===== src/rtl/mmc1_pkg.sv =====
// Shared types and constants for the MMC1 serial register writer.
// Optional shadow-register feature in the top is enabled by MMC1_WR_SHADOW_EN.
package mmc1_pkg;

  typedef enum logic [1:0] {
    MMC1_CTRL = 2'd0,
    MMC1_CHR0 = 2'd1,
    MMC1_CHR1 = 2'd2,
    MMC1_PRG  = 2'd3
  } mmc1_reg_e;

  typedef enum logic [1:0] {
    ST_IDLE,
    ST_WAIT_SLOT,
    ST_WRITE,
    ST_GAP
  } wr_state_e;

  localparam logic [15:0] MMC1_BASE_ADDR    = 16'h8000;
  localparam logic [4:0]  MMC1_CTRL_RESET   = 5'b01100;
  localparam logic [7:0]  MMC1_SHRESET_DATA = 8'h80;
  localparam logic [2:0]  MMC1_BIT_LAST     = 3'd4;

  function automatic logic [15:0] mmc1_reg_addr(
    input mmc1_reg_e r
  );
    return MMC1_BASE_ADDR | {1'b0, r, 13'h0};
  endfunction

endpackage


===== src/rtl/mmc1_serial_writer_m2_gen.sv =====
// M2 divider: M2_HALF clk low then M2_HALF clk high, low after reset.
// fall = M2 falls at the coming edge; upd = bus update point at the coming edge.
module m2_gen #(
  parameter int M2_HALF = 2
) (
  input  logic clk,
  input  logic rst_n,
  output logic m2,
  output logic fall,
  output logic upd
);

  localparam int PW = $clog2(2 * M2_HALF);
  localparam logic [PW-1:0] PH_LAST = PW'(2 * M2_HALF - 1);
  localparam logic [PW-1:0] PH_HIGH = PW'(M2_HALF);

  if (M2_HALF < 2) begin : g_bad_half
    $error("m2_gen: M2_HALF must be >= 2");
  end

  logic [PW-1:0] ph_q, ph_d;
  logic          m2_q, m2_d;

  always_comb begin
    ph_d = (ph_q == PH_LAST) ? '0 : ph_q + PW'(1);
    m2_d = (ph_d >= PH_HIGH);
  end

  always_ff @(posedge clk or negedge rst_n) begin
    if (!rst_n) begin
      ph_q <= '0;
      m2_q <= 1'b0;
    end else begin
      ph_q <= ph_d;
      m2_q <= m2_d;
    end
  end

  assign m2   = m2_q;
  assign fall = (ph_q == PH_LAST);
  assign upd  = (ph_q == '0);

endmodule


===== src/rtl/mmc1_serial_writer.sv =====
// MMC1 serial-port initiator: one parallel register write -> 5 serial bus writes.
// Define MMC1_WR_SHADOW_EN to add shadow copies of the mapper registers.
module mmc1_serial_writer #(
  parameter int          M2_HALF    = 2,
  parameter int          GAP_CYCLES = 1,
  parameter logic [15:0] IDLE_ADDR  = 16'h0000
) (
  input  logic        clk,
  input  logic        rst_n,
  input  logic        req_valid,
  output logic        req_ready,
  input  logic        req_shreset,
  input  logic [1:0]  req_reg,
  input  logic [4:0]  req_data,
  output logic        busy,
  output logic        done,
  output logic        m2,
  output logic [15:0] cpu_addr,
  output logic [7:0]  cpu_data_out,
  output logic        cpu_rw
`ifdef MMC1_WR_SHADOW_EN
  ,
  output logic [4:0]  shadow_ctrl,
  output logic [4:0]  shadow_chr0,
  output logic [4:0]  shadow_chr1,
  output logic [3:0]  shadow_prg
`endif
);

  import mmc1_pkg::*;

  localparam int GW = (GAP_CYCLES > 1) ? $clog2(GAP_CYCLES) : 1;
  localparam logic [GW-1:0] GAP_LAST = GW'(GAP_CYCLES - 1);

  if (GAP_CYCLES < 1) begin : g_bad_gap
    $error("mmc1_serial_writer: GAP_CYCLES must be >= 1");
  end

  logic fall, upd;

  m2_gen #(.M2_HALF(M2_HALF)) u_m2_gen (
    .clk  (clk),
    .rst_n(rst_n),
    .m2   (m2),
    .fall (fall),
    .upd  (upd)
  );

  wr_state_e     state_q, state_d;
  logic [2:0]    bit_q, bit_d;
  logic [GW-1:0] gcnt_q, gcnt_d;
  logic          fin_q, fin_d;
  logic          start_q, start_d;
  logic          active_q, active_d;
  logic          shr_q, shr_d;
  mmc1_reg_e     reg_q, reg_d;
  logic [4:0]    data_q, data_d;
  logic          rw_q, rw_d;
  logic [15:0]   addr_q, addr_d;
  logic [7:0]    dout_q, dout_d;
  logic          done_q, done_d;

  logic       accept, last_w, wr_go, wr_new;
  logic [2:0] wr_bit;

  assign accept = req_valid & ~active_q;
  assign last_w = shr_q | (bit_q == MMC1_BIT_LAST);

  always_comb begin
    state_d  = state_q;
    bit_d    = bit_q;
    gcnt_d   = gcnt_q;
    fin_d    = fin_q;
    start_d  = start_q | accept;
    active_d = accept | (active_q & ~done_q);
    shr_d    = shr_q;
    reg_d    = reg_q;
    data_d   = data_q;
    rw_d     = rw_q;
    addr_d   = addr_q;
    dout_d   = dout_q;
    done_d   = 1'b0;
    wr_go    = 1'b0;
    wr_new   = 1'b0;
    wr_bit   = bit_q;
    if (accept) begin
      shr_d  = req_shreset;
      reg_d  = mmc1_reg_e'(req_reg);
      data_d = req_data;
    end
    unique case (state_q)
      ST_IDLE: if (accept) state_d = ST_WAIT_SLOT;
      ST_WAIT_SLOT: if (upd) begin
        wr_go  = 1'b1;
        wr_new = 1'b1;
        wr_bit = '0;
      end
      ST_WRITE: begin
        done_d = fall & last_w;
        if (upd) begin
          state_d = ST_GAP;
          gcnt_d  = '0;
          fin_d   = last_w;
          rw_d    = 1'b1;
          addr_d  = IDLE_ADDR;
          dout_d  = '0;
        end
      end
      ST_GAP: if (upd) begin
        if (gcnt_q != GAP_LAST) begin
          gcnt_d = gcnt_q + GW'(1);
        end else if (!fin_q) begin
          wr_go  = 1'b1;
          wr_bit = bit_q + 3'd1;
        end else if (start_q) begin
          wr_go  = 1'b1;
          wr_new = 1'b1;
          wr_bit = '0;
        end else if (accept) begin
          state_d = ST_WAIT_SLOT;
        end else begin
          state_d = ST_IDLE;
        end
      end
      default: state_d = ST_IDLE;
    endcase
    // Every write slot is entered on an update point, so hold time is preserved.
    if (wr_go) begin
      state_d = ST_WRITE;
      bit_d   = wr_bit;
      rw_d    = 1'b0;
      addr_d  = shr_q ? MMC1_BASE_ADDR : mmc1_reg_addr(reg_q);
      dout_d  = shr_q ? MMC1_SHRESET_DATA : {7'b0, data_q[wr_bit]};
      if (wr_new) start_d = 1'b0;
    end
  end

  always_ff @(posedge clk or negedge rst_n) begin
    if (!rst_n) begin
      state_q  <= ST_IDLE;
      bit_q    <= '0;
      gcnt_q   <= '0;
      fin_q    <= 1'b0;
      start_q  <= 1'b0;
      active_q <= 1'b0;
      shr_q    <= 1'b0;
      reg_q    <= MMC1_CTRL;
      data_q   <= '0;
      rw_q     <= 1'b1;
      addr_q   <= IDLE_ADDR;
      dout_q   <= '0;
      done_q   <= 1'b0;
    end else begin
      state_q  <= state_d;
      bit_q    <= bit_d;
      gcnt_q   <= gcnt_d;
      fin_q    <= fin_d;
      start_q  <= start_d;
      active_q <= active_d;
      shr_q    <= shr_d;
      reg_q    <= reg_d;
      data_q   <= data_d;
      rw_q     <= rw_d;
      addr_q   <= addr_d;
      dout_q   <= dout_d;
      done_q   <= done_d;
    end
  end

  assign req_ready    = ~active_q;
  assign busy         = (state_q != ST_IDLE);
  assign done         = done_q;
  assign cpu_rw       = rw_q;
  assign cpu_addr     = addr_q;
  assign cpu_data_out = dout_q;

`ifdef MMC1_WR_SHADOW_EN
  logic [4:0] sh_ctrl_q, sh_ctrl_d;
  logic [4:0] sh_chr0_q, sh_chr0_d;
  logic [4:0] sh_chr1_q, sh_chr1_d;
  logic [3:0] sh_prg_q, sh_prg_d;

  always_comb begin
    sh_ctrl_d = sh_ctrl_q;
    sh_chr0_d = sh_chr0_q;
    sh_chr1_d = sh_chr1_q;
    sh_prg_d  = sh_prg_q;
    if (done_d) begin
      if (shr_q) begin
        sh_ctrl_d = sh_ctrl_q | MMC1_CTRL_RESET;
      end else begin
        unique case (reg_q)
          MMC1_CTRL: sh_ctrl_d = data_q;
          MMC1_CHR0: sh_chr0_d = data_q;
          MMC1_CHR1: sh_chr1_d = data_q;
          MMC1_PRG:  sh_prg_d  = data_q[3:0];
          default:   sh_ctrl_d = sh_ctrl_q;
        endcase
      end
    end
  end

  always_ff @(posedge clk or negedge rst_n) begin
    if (!rst_n) begin
      sh_ctrl_q <= MMC1_CTRL_RESET;
      sh_chr0_q <= '0;
      sh_chr1_q <= '0;
      sh_prg_q  <= '0;
    end else begin
      sh_ctrl_q <= sh_ctrl_d;
      sh_chr0_q <= sh_chr0_d;
      sh_chr1_q <= sh_chr1_d;
      sh_prg_q  <= sh_prg_d;
    end
  end

  assign shadow_ctrl = sh_ctrl_q;
  assign shadow_chr0 = sh_chr0_q;
  assign shadow_chr1 = sh_chr1_q;
  assign shadow_prg  = sh_prg_q;
`endif

endmodule


===== config.mk =====
export PLATFORM = sky130hd
export DESIGN_NAME = mmc1_serial_writer
export DESIGN_NICKNAME = d
export VERILOG_FILES = /design/src/rtl/mmc1_pkg.sv /design/src/rtl/mmc1_serial_writer_m2_gen.sv /design/src/rtl/mmc1_serial_writer.sv
export SDC_FILE = /design/constraint.sdc
export NUM_CORES = 1
export LEC_CHECK = 0
export ABC_CLOCK_PERIOD_IN_PS = 2060
export BUFFER_PORTS_ARGS = -buffer_cell sky130_fd_sc_hd__buf_2
export CORE_ASPECT_RATIO = 1.75
export CORE_MARGIN = 3
export CORE_UTILIZATION = 30
export CTS_CLUSTER_SIZE = 12
export DETAILED_ROUTE_END_ITERATION = 16
export PLACE_DENSITY = 0.61
export SYNTH_ARGS = -nofsm -noshare
export SYNTH_HDL_FRONTEND = slang
export SYNTH_SLANG_ARGS = --single-unit

===== constraint.sdc =====
create_clock -name clk -period 2.06 [get_ports clk]
set_input_delay 0.515 -clock clk [delete_from_list [all_inputs] [get_ports clk]]
set_output_delay 0.515 -clock clk [all_outputs]
set_load 0.005 [all_outputs]

==> impl_summary.txt <==
----------------------------------------------------
[Pwr]
  Total power density per cell area ... about 1200 nW/um^2
  Leakage component of the power ... approximately 0.73 nW
  IR drop worst, VDD ... just under 0.9 mV

[Floorplanning]
  Horizontal extent of the die ... 57.9 microns
  Area inside the core boundary ... 4480 sq um
  Total die area ... 5610 sq um
  Initial core utilization ... 0.315
  Total number of placement rows ... 32
  IO Count ... 40
  Vert. Die Dim ... 96.8 microns

[Yosys]
  Number of warnings printed during yosys synthesis ... 0
  Register area share after synthesis ... 0.443
  Synthesized flop and latch total ... 25
  Average size of a mapped cell ... 10.3 sq um
  Top flip-flop cell by instance count after synthesis ... dfrtp_1
  Total standard cell area after synthesis ... 1410 sq um
  EDFF count, synth ... 0
  Async SR Flop Fraction ... 1.00
  Gate count after technology mapping ... 137
  Count of cell types in the netlist ... 38

[Routing]
  WL final ... 2650 microns
  Detailed-route wire length per cell ... 12.6 microns
  Number of iterations in the first detailed-routing pass ... 4
  Number of nets still failing antenna checks after routing ... 0
  Number of DRC markers in iteration 0 ... 9
  Residual DRC ... 0
  DR vias ... 968
  Via density ... between 4 and 5

[Place]
  Placed inst area ... 1500 sq um
  Number of buffers added on ports ... 20
  Post-detail-place hpwl ... ~2100 microns
  Global placer's final weighted congestion ... 0.722

[Cells and area]
  Ratio of cells with drive above 1 in the final layout ... 0.296
  Diodes inserted ... 0
  Commonest cells after routing, fill and taps aside ... 24 x dfrtp_1, 20 x buf_2, 19 x conb_1
  Most frequent standard cell in the layout excluding fill and tap cells ... dfrtp_1
  Area of all placed cells without fillers ... 1550 sq um
  Filler Cell Count ... approximately 460
  Number of nets in the final layout ... about 180
  Syn-to-layout area delta ... 9.82%

[Worst hold path]
  Class of the worst hold path ... in -> async

[Clock tree]
  Bufs on Longest Clock Path ... 2
  Number of buffers added for setup after CTS ... 0
  CTS tree ... yes
  Clock insertion delay at the later pin of the skew report ... 0.26 ns
  Clock root buffer ... clkbuf_8
  Count of hold-fix buffers inserted at cts ... 0
  Total CTS buffers ... 3
  H-Tree Depth ... 1
  CTS sink count ... 25
  Clock-pin slew on the worst setup and hold paths ... roughly 0.080 ns

[Global route]
  Global-route wire length before repair ... 4530 microns
  Vias in the first global route ... 994
  Sum of overflow across all layers after global routing ... 0
  Maximum number of pins on one net before global-route repair ... 26
  GRT Util Overall ... 0.103
  Initial antenna violation count ... 0

[STA]
  Highest clock frequency the design can meet ... 537 MHz
  Period utilization ... 0.905
  Headroom to the max-slew limit ... 0.640
  Final number of max-transition violations ... 0
  Maximum clock skew at final layout ... 0.00277 ns
  Total Neg Setup Slack ... 0 ns
  Number of setup violations in the final report ... 0
  Final number of hold-violating endpoints ... 0
  Unrepaired setup endpoints after global routing ... no
  Final period demand of the worst path ... 1.86 ns
  Worst-margin pin slew ... roughly 0.54 ns

[Setup path]
  Worst endpoint required time ... 2.25 ns
  Crit path capture type ... flop
  Terminus of the critical flop-to-flop path ... cpu_data_out[0]$_DFFE_PN0P_
  Arrival time worst endpoint ... 2.06 ns
  Kind of critical path ... reg -> reg
  Peak fanout along the critical path ... 9
  Reg2reg start ... u_m2_gen.m2$_DFF_PN0_
  Flop2flop setup slack ... 0.20 ns
  Launching element type of the critical path ... flop
  Number of cells on the worst reg-to-reg path ... 8

[Status]
  Status ... complete, no violations

[Flow run]
  Max cap viols ... 0

----------------------------------------------------
[worst max-delay path by stage]
stage,slack [ns],startpoint,cells past startpoint,to
after floorplan,0.29,u_m2_gen.m2$_DFF_PN0_,8,cpu_data_out[0]$_DFFE_PN0P_
after global placement,0.22,u_m2_gen.m2$_DFF_PN0_,8,cpu_data_out[0]$_DFFE_PN0P_
final,0.20,u_m2_gen.m2$_DFF_PN0_,8,cpu_data_out[0]$_DFFE_PN0P_
after CTS,0.14,u_m2_gen.m2$_DFF_PN0_,8,cpu_data_out[0]$_DFFE_PN0P_
after global routing,0.05,u_m2_gen.m2$_DFF_PN0_,8,cpu_data_out[0]$_DFFE_PN0P_
after detailed placement,0.15,u_m2_gen.m2$_DFF_PN0_,8,cpu_data_out[0]$_DFFE_PN0P_
[cell type report]
type	count	area (sq um)	area share
inverter	7	26.3	0.0169
sequential	25	627	0.404
tap	51	63.8	0.0411
timing repair buffer	23	123	0.0790
clock buffer	4	45.0	0.0290
multi-input combinational	100	668	0.430
[registers in the layout, summed over array words and instances (netlist names), named ones only]
register,count
u_m2_gen.m2,1
u_m2_gen.ph_q,1
done,1
fin_q,1
cpu_rw,1
cpu_addr,3
shr_q,1
reg_q,2
bit_q,3
start_q,1
data_q,5
cpu_data_out,2
active_q,1
state_q,1
[synthesized netlist by cell type (all sizes together), types with 2 or more instances]
cell type	count	area [sq um]
a22o	3	26.3
o21ai	3	15.0
mux2i	2	20.0
mux2	9	105
a21o	2	15.0
a21oi	9	45.0
and2	2	13.8
a31oi	2	12.5
inv	7	26.3
nor2	9	36.3
nor2b	4	25.0
buf	22	160
ha	5	62.6
nand2	14	55.1
nand3	3	15.0
dfrtp	24	601
nor3	2	20.0
[where the power goes]
group | internal, mW | switching [mW] | total, mW
registers | 0.683 | 0.183 | 0.866
logic | 0.343 | 0.310 | 0.652
clock network | 0.138 | 0.143 | 0.281
[per-stage QoR]
| stage | total power, mW | hold slack, ns | instances | util | worst slack, ns |
|---|---|---|---|---|---|
| 2_1_floorplan | 1.36 | 0.219 | 155 | - | 0.286 |
| 3_3_place_gp | 1.52 | 0.430 | 206 | 0.335 | 0.219 |
| 3_5_place_dp | 1.53 | 0.439 | 206 | 0.335 | 0.149 |
| 4_1_cts | 1.82 | 0.247 | 210 | 0.345 | 0.139 |
| 5_1_grt | 1.95 | 0.245 | 210 | 0.346 | 0.0478 |
| 6_report | 1.80 | 0.221 | 210 | 0.346 | 0.196 |
[critical path, cell delays in order (launching register included)]
cell      delay [ns]
dfrtp_1         0.40
inv_1           0.09
ha_1            0.32
nand3b_1        0.20
o311ai_4        0.14
nand2_2         0.12
mux2i_1         0.13
mux2_4          0.27
o211ai_2        0.13
[cells by family after synthesis]
| group | Yosys count | synth area share |
|---|---|---|
| AOI/OAI and AO/OA | 24 | 0.123 |
| adders and majority gates | 5 | 0.0442 |
| buffers and inverters | 30 | 0.135 |
| DFF | 25 | 0.443 |
| muxes | 11 | 0.0885 |
| other | 1 | 0.00265 |
| and+or+nand+nor | 41 | 0.164 |
[layer usage]
| metal | vias up | global-route usage | wire length, microns |
|---|---|---|---|
| met2 | 35 | 0.186 | 1450 |
| met5 | - | 0 | 0 |
| li1 | 470 | - | - |
| met3 | 5 | 0.00401 | 112 |
| met1 | 458 | 0.117 | 1010 |
| met4 | 0 | 0.0536 | 66 |
[what timing repair did]
item / 4_1_cts / 5_1_grt
resized for setup: 0 / 1
endpoints found under the hold margin: 0 / 0
endpoints found under the setup margin: 0 / 1
Power figures use the tool's default switching activity.
